File: src/rtl/fc_pkg.sv
// Shared types and arithmetic helpers for the parallel fully-connected layer.
// acc_w sizes the accumulator so an N-term sum of T x T products cannot overflow.
// sat_relu applies the optional ReLU then the optional saturation to a wide result.
package fc_pkg;

  typedef enum logic [1:0] {C_IDLE, C_ISSUE, C_TAIL, C_HOLD} c_state_t;

  function automatic int acc_w(input int t, input int n);
    return 2 * t + $clog2(n);
  endfunction

  // Caller keeps the low t bits: with sat=0 that is plain truncation.
  function automatic logic signed [63:0] sat_relu(input logic signed [63:0] acc,
                                                  input int t, input bit relu,
                                                  input bit sat);
    logic signed [63:0] v;
    logic signed [63:0] hi;
    logic signed [63:0] lo;
    v  = acc;
    hi = (64'sd1 <<< (t - 1)) - 64'sd1;
    lo = -(64'sd1 <<< (t - 1));
    if (relu && v < 0) v = '0;
    if (sat) begin
      if (v > hi) v = hi;
      else if (v < lo) v = lo;
    end
    return v;
  endfunction

endpackage

File: src/rtl/fc_mvm_par_vec_buf.sv
// Double-buffered input vector store: one bank loads while the other is read.
// Latency: load is a single write per element; compute read is registered (1 cycle).
// Backpressure: ld_rdy drops while the current load bank still holds an unconsumed vector.
// Ports: ld_* element load handshake, cmp_full/cmp_free compute-bank status and release,
//        rd_idx/rd_dat synchronous read of the compute bank.
module fc_vec_buf #(
  parameter int N  = 6,
  parameter int T  = 8,
  parameter int JW = 3
) (
  input  logic          clk,
  input  logic          reset,
  input  logic          ld_vld,
  input  logic [T-1:0]  ld_dat,
  output logic          ld_rdy,
  output logic          cmp_full,
  input  logic          cmp_free,
  input  logic [JW-1:0] rd_idx,
  output logic [T-1:0]  rd_dat
);

  logic [T-1:0]  mem [2][N];
  logic [1:0]    full;
  logic          ld_ptr;
  logic          cmp_ptr;
  logic [JW-1:0] ld_idx;
  logic          ld_fire;

  // Held low while reset is asserted so nothing is accepted during reset.
  assign ld_rdy   = reset && !full[ld_ptr];
  assign cmp_full = full[cmp_ptr];
  assign ld_fire  = ld_vld && ld_rdy;

  // Load only targets an empty bank and free only a full one, so the two
  // updates below never touch the same flag in the same cycle.
  always_ff @(posedge clk) begin
    if (!reset) begin
      full    <= '0;
      ld_ptr  <= 1'b0;
      cmp_ptr <= 1'b0;
      ld_idx  <= '0;
    end else begin
      if (ld_fire) begin
        if (ld_idx == JW'(N - 1)) begin
          ld_idx       <= '0;
          full[ld_ptr] <= 1'b1;
          ld_ptr       <= ~ld_ptr;
        end else begin
          ld_idx <= ld_idx + 1'b1;
        end
      end
      if (cmp_free) begin
        full[cmp_ptr] <= 1'b0;
        cmp_ptr       <= ~cmp_ptr;
      end
    end
  end

  always_ff @(posedge clk) begin
    if (ld_fire) mem[ld_ptr][ld_idx] <= ld_dat;
    rd_dat <= mem[cmp_ptr][rd_idx];
  end

endmodule

File: src/rtl/fc_mvm_par.sv
// Fully-connected layer y = act(W.x) with P parallel MAC lanes, rows emitted 0..M-1.
// Latency: first output N+2 cycles after the last input element when idle.
// Backpressure: output_ready stalls the serializer, which stalls compute; input stalls when both banks full.
// Ports: input_* element stream in, w_addr/w_data sync weight ROM (P lanes per word),
//        output_* result stream out.
module fc_mvm_par import fc_pkg::*; #(
  parameter int M    = 6,
  parameter int N    = 6,
  parameter int T    = 8,
  parameter int P    = 2,
  parameter bit RELU = 1'b1,
  parameter bit SAT  = 1'b1,
  localparam int G   = M / P,
  localparam int AW  = ($clog2(G * N) > 0) ? $clog2(G * N) : 1
) (
  input  logic          clk,
  input  logic          reset,
  input  logic          input_valid,
  output logic          input_ready,
  input  logic [T-1:0]  input_data,
  output logic [AW-1:0] w_addr,
  input  logic [P*T-1:0] w_data,
  output logic          output_valid,
  input  logic          output_ready,
  output logic [T-1:0]  output_data
);

  localparam int GW = ($clog2(G) > 0) ? $clog2(G) : 1;
  localparam int JW = ($clog2(N) > 0) ? $clog2(N) : 1;
  localparam int OW = ($clog2(P) > 0) ? $clog2(P) : 1;
  localparam int A  = acc_w(T, N);

  c_state_t              state;
  logic [GW-1:0]         g;
  logic [JW-1:0]         j;
  logic                  iss_vld;
  logic                  iss_first;
  logic signed [A-1:0]   acc    [P];
  logic signed [A-1:0]   acc_nx [P];
  logic signed [2*T-1:0] prod   [P];
  logic [T-1:0]          res    [P];
  logic [T-1:0]          ob     [P];
  logic                  ob_full;
  logic [OW-1:0]         ob_idx;
  logic [T-1:0]          x_rd;
  logic                  cmp_full;
  logic                  cmp_free;
  logic                  xfer;

  // Release the vector bank on the last issue of the last group; its final
  // element is captured into x_rd on that same edge.
  assign cmp_free = (state == C_ISSUE) && (g == GW'(G - 1)) && (j == JW'(N - 1));
  assign w_addr   = (state == C_ISSUE) ? AW'(int'(g) * N + int'(j)) : '0;
  assign xfer     = ((state == C_TAIL) || (state == C_HOLD)) && !ob_full;

  assign output_valid = ob_full;
  assign output_data  = ob[ob_idx];

  fc_vec_buf #(.N(N), .T(T), .JW(JW)) u_vec_buf (
    .clk      (clk),
    .reset    (reset),
    .ld_vld   (input_valid),
    .ld_dat   (input_data),
    .ld_rdy   (input_ready),
    .cmp_full (cmp_full),
    .cmp_free (cmp_free),
    .rd_idx   (j),
    .rd_dat   (x_rd)
  );

  // Weight and vector operands arrive one cycle after issue; the final term
  // lands during C_TAIL, so the output buffer is fed from acc_nx to save a cycle.
  always_comb begin
    for (int p = 0; p < P; p++) begin
      prod[p] = $signed({{T{w_data[p*T+T-1]}}, w_data[p*T +: T]}) *
                $signed({{T{x_rd[T-1]}}, x_rd});
      acc_nx[p] = acc[p];
      if (iss_vld)
        acc_nx[p] = (iss_first ? '0 : acc[p]) + {{(A-2*T){prod[p][2*T-1]}}, prod[p]};
      res[p] = T'(sat_relu({{(64-A){acc_nx[p][A-1]}}, acc_nx[p]}, T, RELU, SAT));
    end
  end

  always_ff @(posedge clk) begin
    if (!reset) begin
      state     <= C_IDLE;
      g         <= '0;
      j         <= '0;
      iss_vld   <= 1'b0;
      iss_first <= 1'b0;
      ob_full   <= 1'b0;
      ob_idx    <= '0;
      for (int p = 0; p < P; p++) begin
        acc[p] <= '0;
        ob[p]  <= '0;
      end
    end else begin
      iss_vld   <= (state == C_ISSUE);
      iss_first <= (j == '0);
      for (int p = 0; p < P; p++) acc[p] <= acc_nx[p];

      case (state)
        C_IDLE: begin
          if (cmp_full) begin
            state <= C_ISSUE;
            g     <= '0;
            j     <= '0;
          end
        end
        C_ISSUE: begin
          if (j == JW'(N - 1)) begin
            j     <= '0;
            state <= C_TAIL;
          end else begin
            j <= j + 1'b1;
          end
        end
        C_TAIL, C_HOLD: begin
          if (xfer) begin
            if (g != GW'(G - 1)) begin
              g     <= g + 1'b1;
              state <= C_ISSUE;
            end else begin
              g     <= '0;
              state <= cmp_full ? C_ISSUE : C_IDLE;
            end
          end else begin
            state <= C_HOLD;
          end
        end
        default: state <= C_IDLE;
      endcase

      // Refill only from empty, so the last-lane handshake always costs a bubble.
      if (xfer) begin
        for (int p = 0; p < P; p++) ob[p] <= res[p];
        ob_full <= 1'b1;
        ob_idx  <= '0;
      end else if (ob_full && output_ready) begin
        if (ob_idx == OW'(P - 1)) ob_full <= 1'b0;
        else ob_idx <= ob_idx + 1'b1;
      end
    end
  end

endmodule
File: config.mk
export PLATFORM = sky130hd
export DESIGN_NAME = fc_mvm_par
export DESIGN_NICKNAME = d
export VERILOG_FILES = /design/src/rtl/fc_pkg.sv /design/src/rtl/fc_mvm_par_vec_buf.sv /design/src/rtl/fc_mvm_par.sv
export SDC_FILE = /design/constraint.sdc
export NUM_CORES = 1
export LEC_CHECK = 0
export ABC_AREA = 1
export CAP_MARGIN = 0
export CORE_MARGIN = 2
export CORE_UTILIZATION = 53
export DETAILED_ROUTE_END_ITERATION = 16
export PLACE_DENSITY_LB_ADDON = 0.1
export SYNTH_ARGS = -nofsm -noshare
export SYNTH_HDL_FRONTEND = slang
export SYNTH_SLANG_ARGS = --single-unit
File: constraint.sdc
create_clock -name clk -period 11.2 [get_ports clk]
set_input_delay 1.68 -clock clk [delete_from_list [all_inputs] [get_ports clk]]
set_output_delay 1.68 -clock clk [all_outputs]
set_load 0.01 [all_outputs]
; ---- Word-level counts from Yosys, hierarchy flattened
; Memory sizes are Yosys's and may differ from the RTL's. A register that Yosys moved wholly into a read port is not among the register bits.
; Cells that the tools add are included.
; Widths: inputs -> output; s select.
[classes]
bitwise = 12
eq_ne = 10
reduce_logical = 25
multipliers = 3
addsub = 7
muxes = 61
magnitude_cmp = 13
[op_table]
columns = op, n
row1 = $gt 64x8->1 const B, 2
row2 = $lt 64x8->1 const B, 2
row3 = $mux 64, 2
row4 = $mux 19, 6
row5 = $mux 8, 9
row6 = $mux 48, 1
row7 = $add 19x19->19, 2
row8 = $lt 19x1->1 const B, 2
row9 = $mul 8x8->16, 2
row10 = $bmux 8 s3, 1
row11 = $demux 8 s3, 1
row12 = $mux 1, 22
row13 = $mux 2, 10
row14 = $logic_and 1x1->1, 9
row15 = $mux 3, 3
row16 = $ge 4x4->1 const B, 2
row17 = $not 3->4, 2
row18 = $reduce_and 2->1, 4
row19 = $reduce_bool 2->1, 4
row20 = $add 3x1->3 const B, 2
row21 = $eq 2x2->1 const B, 3
row22 = $eq 3x3->1 const B, 2
row23 = $ne 2x2->1 const B, 3
row24 = $pmux 2 s3, 1
row25 = other kinds (24), 34
[totals]
ramBits = 150
word_cells = 146
output_inout_bits = 15
mem_count = 3
regBits = 26
[mem_list]
columns = name, depth, width, rd, rd_ports_with_merged_regs, wr, line_no
row1 = u_vec_buf.mem, 2, 48, 1, 1, 1, fc_mvm_par_vec_buf.sv:22  ; logic [T-1:0] mem [2][N];
row2 = acc, 2, 19, 2, 0, 2, fc_mvm_par.sv:38  ; logic signed [A-1:0] acc [P];
row3 = ob, 2, 8, 1, 1, 2, fc_mvm_par.sv:42  ; logic [T-1:0] ob [P];

; ---- Longest topological paths before layout
[depth]
depth_word = 10
depth_mapped = 39
depth_no_buf = 37

; ---- Cells and area by module
; A second synthesis with hierarchy kept.
[hier_totals]
cells_unflattened = 2015
area_unflattened_um2 = 15312.2
[by_module_without_submodules]
columns = module, instances, seq_area_each_um2, area_each_um2, cells_per_inst
row1 = fc_mvm_par, 1, 1481.4, 10695.3, 1572
row2 = fc_vec_buf, 1, 3203.1, 4616.9, 443

; ---- Worst setup path before layout
; OpenSTA, ideal clock, no wires.
[synth_timing]
kind = input to register
startpoint = in w_data[8]
endpoint = mem ob[1][0] (data pin)
stages = 33
path_buffers = 1
setup_slack_ns = 3.664
setup_time_ns = 0.254
arrival_ns = 7.282
cell_sequence = clkbuf_1 -> or2_2 -> fa_1 -> fa_1 -> fa_1 -> fa_1 -> inv_1 -> ha_1 -> nand2_1 -> nor2_1 -> a211oi_1 -> o21ai_0 -> a21o_1 -> a21oi_1 -> nor2_1 -> o21ai_0 -> nand2_1 -> xor2_1 -> ha_1 -> a21oi_1 -> nand2_1 -> a21oi_1 -> nand2_1 -> nand2_1 -> nand2_1 -> nand2_1 -> nand3_1 -> nand3_1 -> nand2_1 -> nor2_2 -> nand3_2 -> nor2_1 -> nor2_1
[synth_rtl]
columns = element, line_no
row1 = from (decl), fc_mvm_par.sv:22  ; input logic [P*T-1:0] w_data,
row2 = to (decl), fc_mvm_par.sv:42

==> results.py <==
metrics = {
    "clock_tree": {
        "h-tree-depth": 4,
        "clkTransAtPathRegs_ps": 70,
        "cts_root_buf": "clkbuf_16",
        "clk_path_buf_depth": 2,
        "cts.sinks": 178,
        "ctsResizeCount": 0,
        "ctsHoldBuffers": 0,
        "cts_made_buffers": 17,
        "clock_latency_ps": 430,
        "cts_setup_buffers": 0,
        "cts_tree": "done",
    },
    "timing": {
        "final.setup.tns_ps": 0,
        "setup_ws_ps": 3050,
        "tightest_slew_ps": 1020,
        "setup_viol": 0,
        "skew_ps": 12.0,
        "report.final.slew_viol_count": 0,
        "period_share_pct": 72.8,
        "hold_viol": 0,
        "fmax_mhz": 123,
        "rsz0062_at_grt": "no",
        "max_slew_margin_pct": 32.0,
        "fin_crit_ps": 8150,
    },
    "cells_and_area": {
        "final_nets": 2100,
        "diodes": 0,
        "synthToLayoutAreaGrowth_pct": 8.42,
        "fillers": 2524,
        "multi_input_area_um2": 8150,
        "drive_above_1_share_pct": 5.60,
        "regArea_um2": 4680,
    },
    "logic_synthesis": {
        "yosysTopAreaCellShare_pct": 22.9,
        "synth_top_area_cell": "edfxtp_1",
        "synth_cells": 1853,
        "yosysSeqAreaShare_pct": 32.0,
        "synth.area.top_cells": "edfxtp_1 (23%), fa_1 (15%), inv_1 (10%)",
        "syn_area_um2": 14700,
        "synth.most_common_cell": "inv_1",
        "yosysWarnings": 0,
        "synth_seq_cells": 178,
        "yosysUniqueCellTypes": 49,
        "synth_top_cells_by_count": "inv_1 (410), nand2_1 (390), nor2_1 (204)",
        "synth_ff_type": "edfxtp_1",
        "async_flop_share_pct": 0,
        "avgSynthCellArea_um2": 7.91,
        "synth_edf_count": 112,
    },
    "placed_design": {
        "place_ws_ps": 2690,
        "dpl.hpwl_mm": 24.1,
        "gp_congestion": 0.836,
        "port_buffers": 42,
    },
    "route": {
        "post-route-drc-count": 0,
        "drtPass1Iterations": 5,
        "antenna_left": 0,
        "routed_via_density": 5.11,
        "vias": 11300,
        "avgRoutedWirePerCell_um": 14.3,
        "wirelength_mm": 31.6,
        "drt-initial-drc-count": 670,
    },
    "setup_path": {
        "endpoint_kind": "register",
        "path_class": "in2reg",
        "cp-start-kind": "input pin",
        "cpPeakStageDelay_ps": 560,
        "cp.arrival_ps": 8330,
        "cpMostUsedCell": "nand2_1",
        "crit_family": "adder cells",
        "worstPathRequired_ps": 11380,
        "path_buf_inv": 2,
        "cp_max_fo": 8,
        "critPathSlowestCell": "clkdlybuf4s50_1",
    },
    "pwr": {
        "p_leak_nw": 7.78,
        "power.density_nw_per_um2": 191,
        "swShare_pct": 45.2,
        "combPwrFrac_pct": 57.9,
        "seq_power_share_pct": 23.3,
        "clock_power_share_pct": 18.9,
        "p_int_mw": 1.67,
        "vdd_drop_max_mv": 0.106,
        "power.switching_mw": 1.38,
    },
    "floorplan": {
        "fp.coreArea_um2": 27000,
        "initial_core_util_pct": 54.2,
        "die_h_um": 170,
        "ios": 43,
        "fp.dieArea_um2": 29000,
        "die_x_um": 170,
        "rows": 60,
    },
    "global_route": {
        "grt_pass1_vias": 11300,
        "grt_antenna_before_repair": 0,
        "grt-ovfl-total": 0,
        "grt_max_degree": 48,
        "grt_usage_pct": 23.3,
        "grt_pass1_wl_mm": 53.9,
    },
    "min_path": {
        "min_path_type": "reg2reg",
    },
    "run": {
        "maxCapViolCount": 0,
    },
    "outcome": {
        "outcome": "completed",
    },
}
-- layer usage --
| metal | vias up | track usage [%] | wire [um] |
|---|---|---|---|
| met2 | 210 | 40.6 | 15500 |
| met5 | - | 0 | 0 |
| li1 | 5721 | - | - |
| met3 | 30 | 2.91 | 1120 |
| met1 | 5366 | 31.0 | 14600 |
| met4 | 0 | 5.72 | 435 |
-- through the flow --
stage                     instances  utilization, %  total power [mW]  area, um2  hold WS (ps)
after detailed placement       2183            56.7              2.48      15300           434
after CTS                      2215            58.8              3.06      15900           445
after global placement         2183            56.7              2.45      15300           428
after floorplan                1854               -              2.14      14700           407
final                          2215            58.8              3.04      15900           448
after global routing           2215            58.8              3.35      15900           473
-- path summary, 6_finish.rpt --
check	from	end	slack, ps	cells past startpoint
setup / recovery	w_data[8]	ob[1][6]$_SDFFCE_PN0P_	3050	33
hold / removal	ob_idx$_SDFFE_PP0P_	output_valid$_SDFFE_PN0P_	450	1
setup reg to reg	u_vec_buf.rd_dat[7]$_DFF_P_	ob[1][6]$_SDFFCE_PN0P_	4130	33
hold reg to reg	ob_idx$_SDFFE_PP0P_	output_valid$_SDFFE_PN0P_	450	1
-- area by class of cell --
type                            count  area share (%)
Multi-Input combinational cell   1195            51.3
Sequential cell                   178            29.5
Inverter                          416            9.82
Timing Repair Buffer               53            3.16
Tap cell                          341            2.68
Clock buffer                       17            2.68
Clock inverter                     15           0.874
-- placed cells by master (no fill, tap or decap), drive strengths merged, types with 3 or more instances in the layout --
cell | synthesis | layout
a21o | 4 | 4
a21oi | 76 | 76
a31oi | 3 | 3
buf | 6 | 11
clkbuf | 59 | 17
clkdlybuf4s50 | 0 | 42
clkinv | 1 | 6
dfxtp | 66 | 66
edfxtp | 112 | 112
fa | 113 | 113
ha | 98 | 98
inv | 415 | 423
mux2 | 8 | 8
nand2 | 404 | 404
nand3 | 106 | 106
nand3b | 6 | 6
nand4 | 18 | 18
nor2 | 211 | 211
nor3 | 4 | 4
o21a | 3 | 3
o21ai | 79 | 79
o21bai | 5 | 5
o22ai | 8 | 8
xnor2 | 20 | 20
xor2 | 14 | 14
-- kinds of logic (layout without fill, tap and decap cells) --
logic type | count (synthesis) | after routing | synth area share, %
adders and majority gates | 211 | 211 | 23.8
DFF | 178 | 178 | 32.0
muxes | 9 | 9 | 0.683
AOI/OAI and AO/OA | 187 | 187 | 6.99
other | 1 | 2 | 0.0256
buffers and inverters | 481 | 501 | 12.5
and+or+nand+nor | 752 | 752 | 22.1
xor gates and xnor gates | 34 | 34 | 2.03
-- registers in the layout (all words and copies together) (netlist names), named ones only --
register and cells:
acc 38, g 2, iss_first 1, iss_vld 1, j 3, ob 16, ob_idx 1, output_valid 1
state 2, u_vec_buf.cmp_ptr 1, u_vec_buf.full 2, u_vec_buf.ld_idx 3, u_vec_buf.ld_ptr 1, u_vec_buf.mem 96, u_vec_buf.rd_dat 8
-- power groups by stage --
stage	registers [mW]	clock network, mW	logic (mW)
after floorplan	0.718	0	1.43
after global placement	0.723	0	1.73
after detailed placement	0.723	0	1.76
after CTS	0.708	0.584	1.77
after global routing	0.709	0.605	2.03
final	0.708	0.574	1.76
Note: power is estimated with default switching activity, not from simulation.
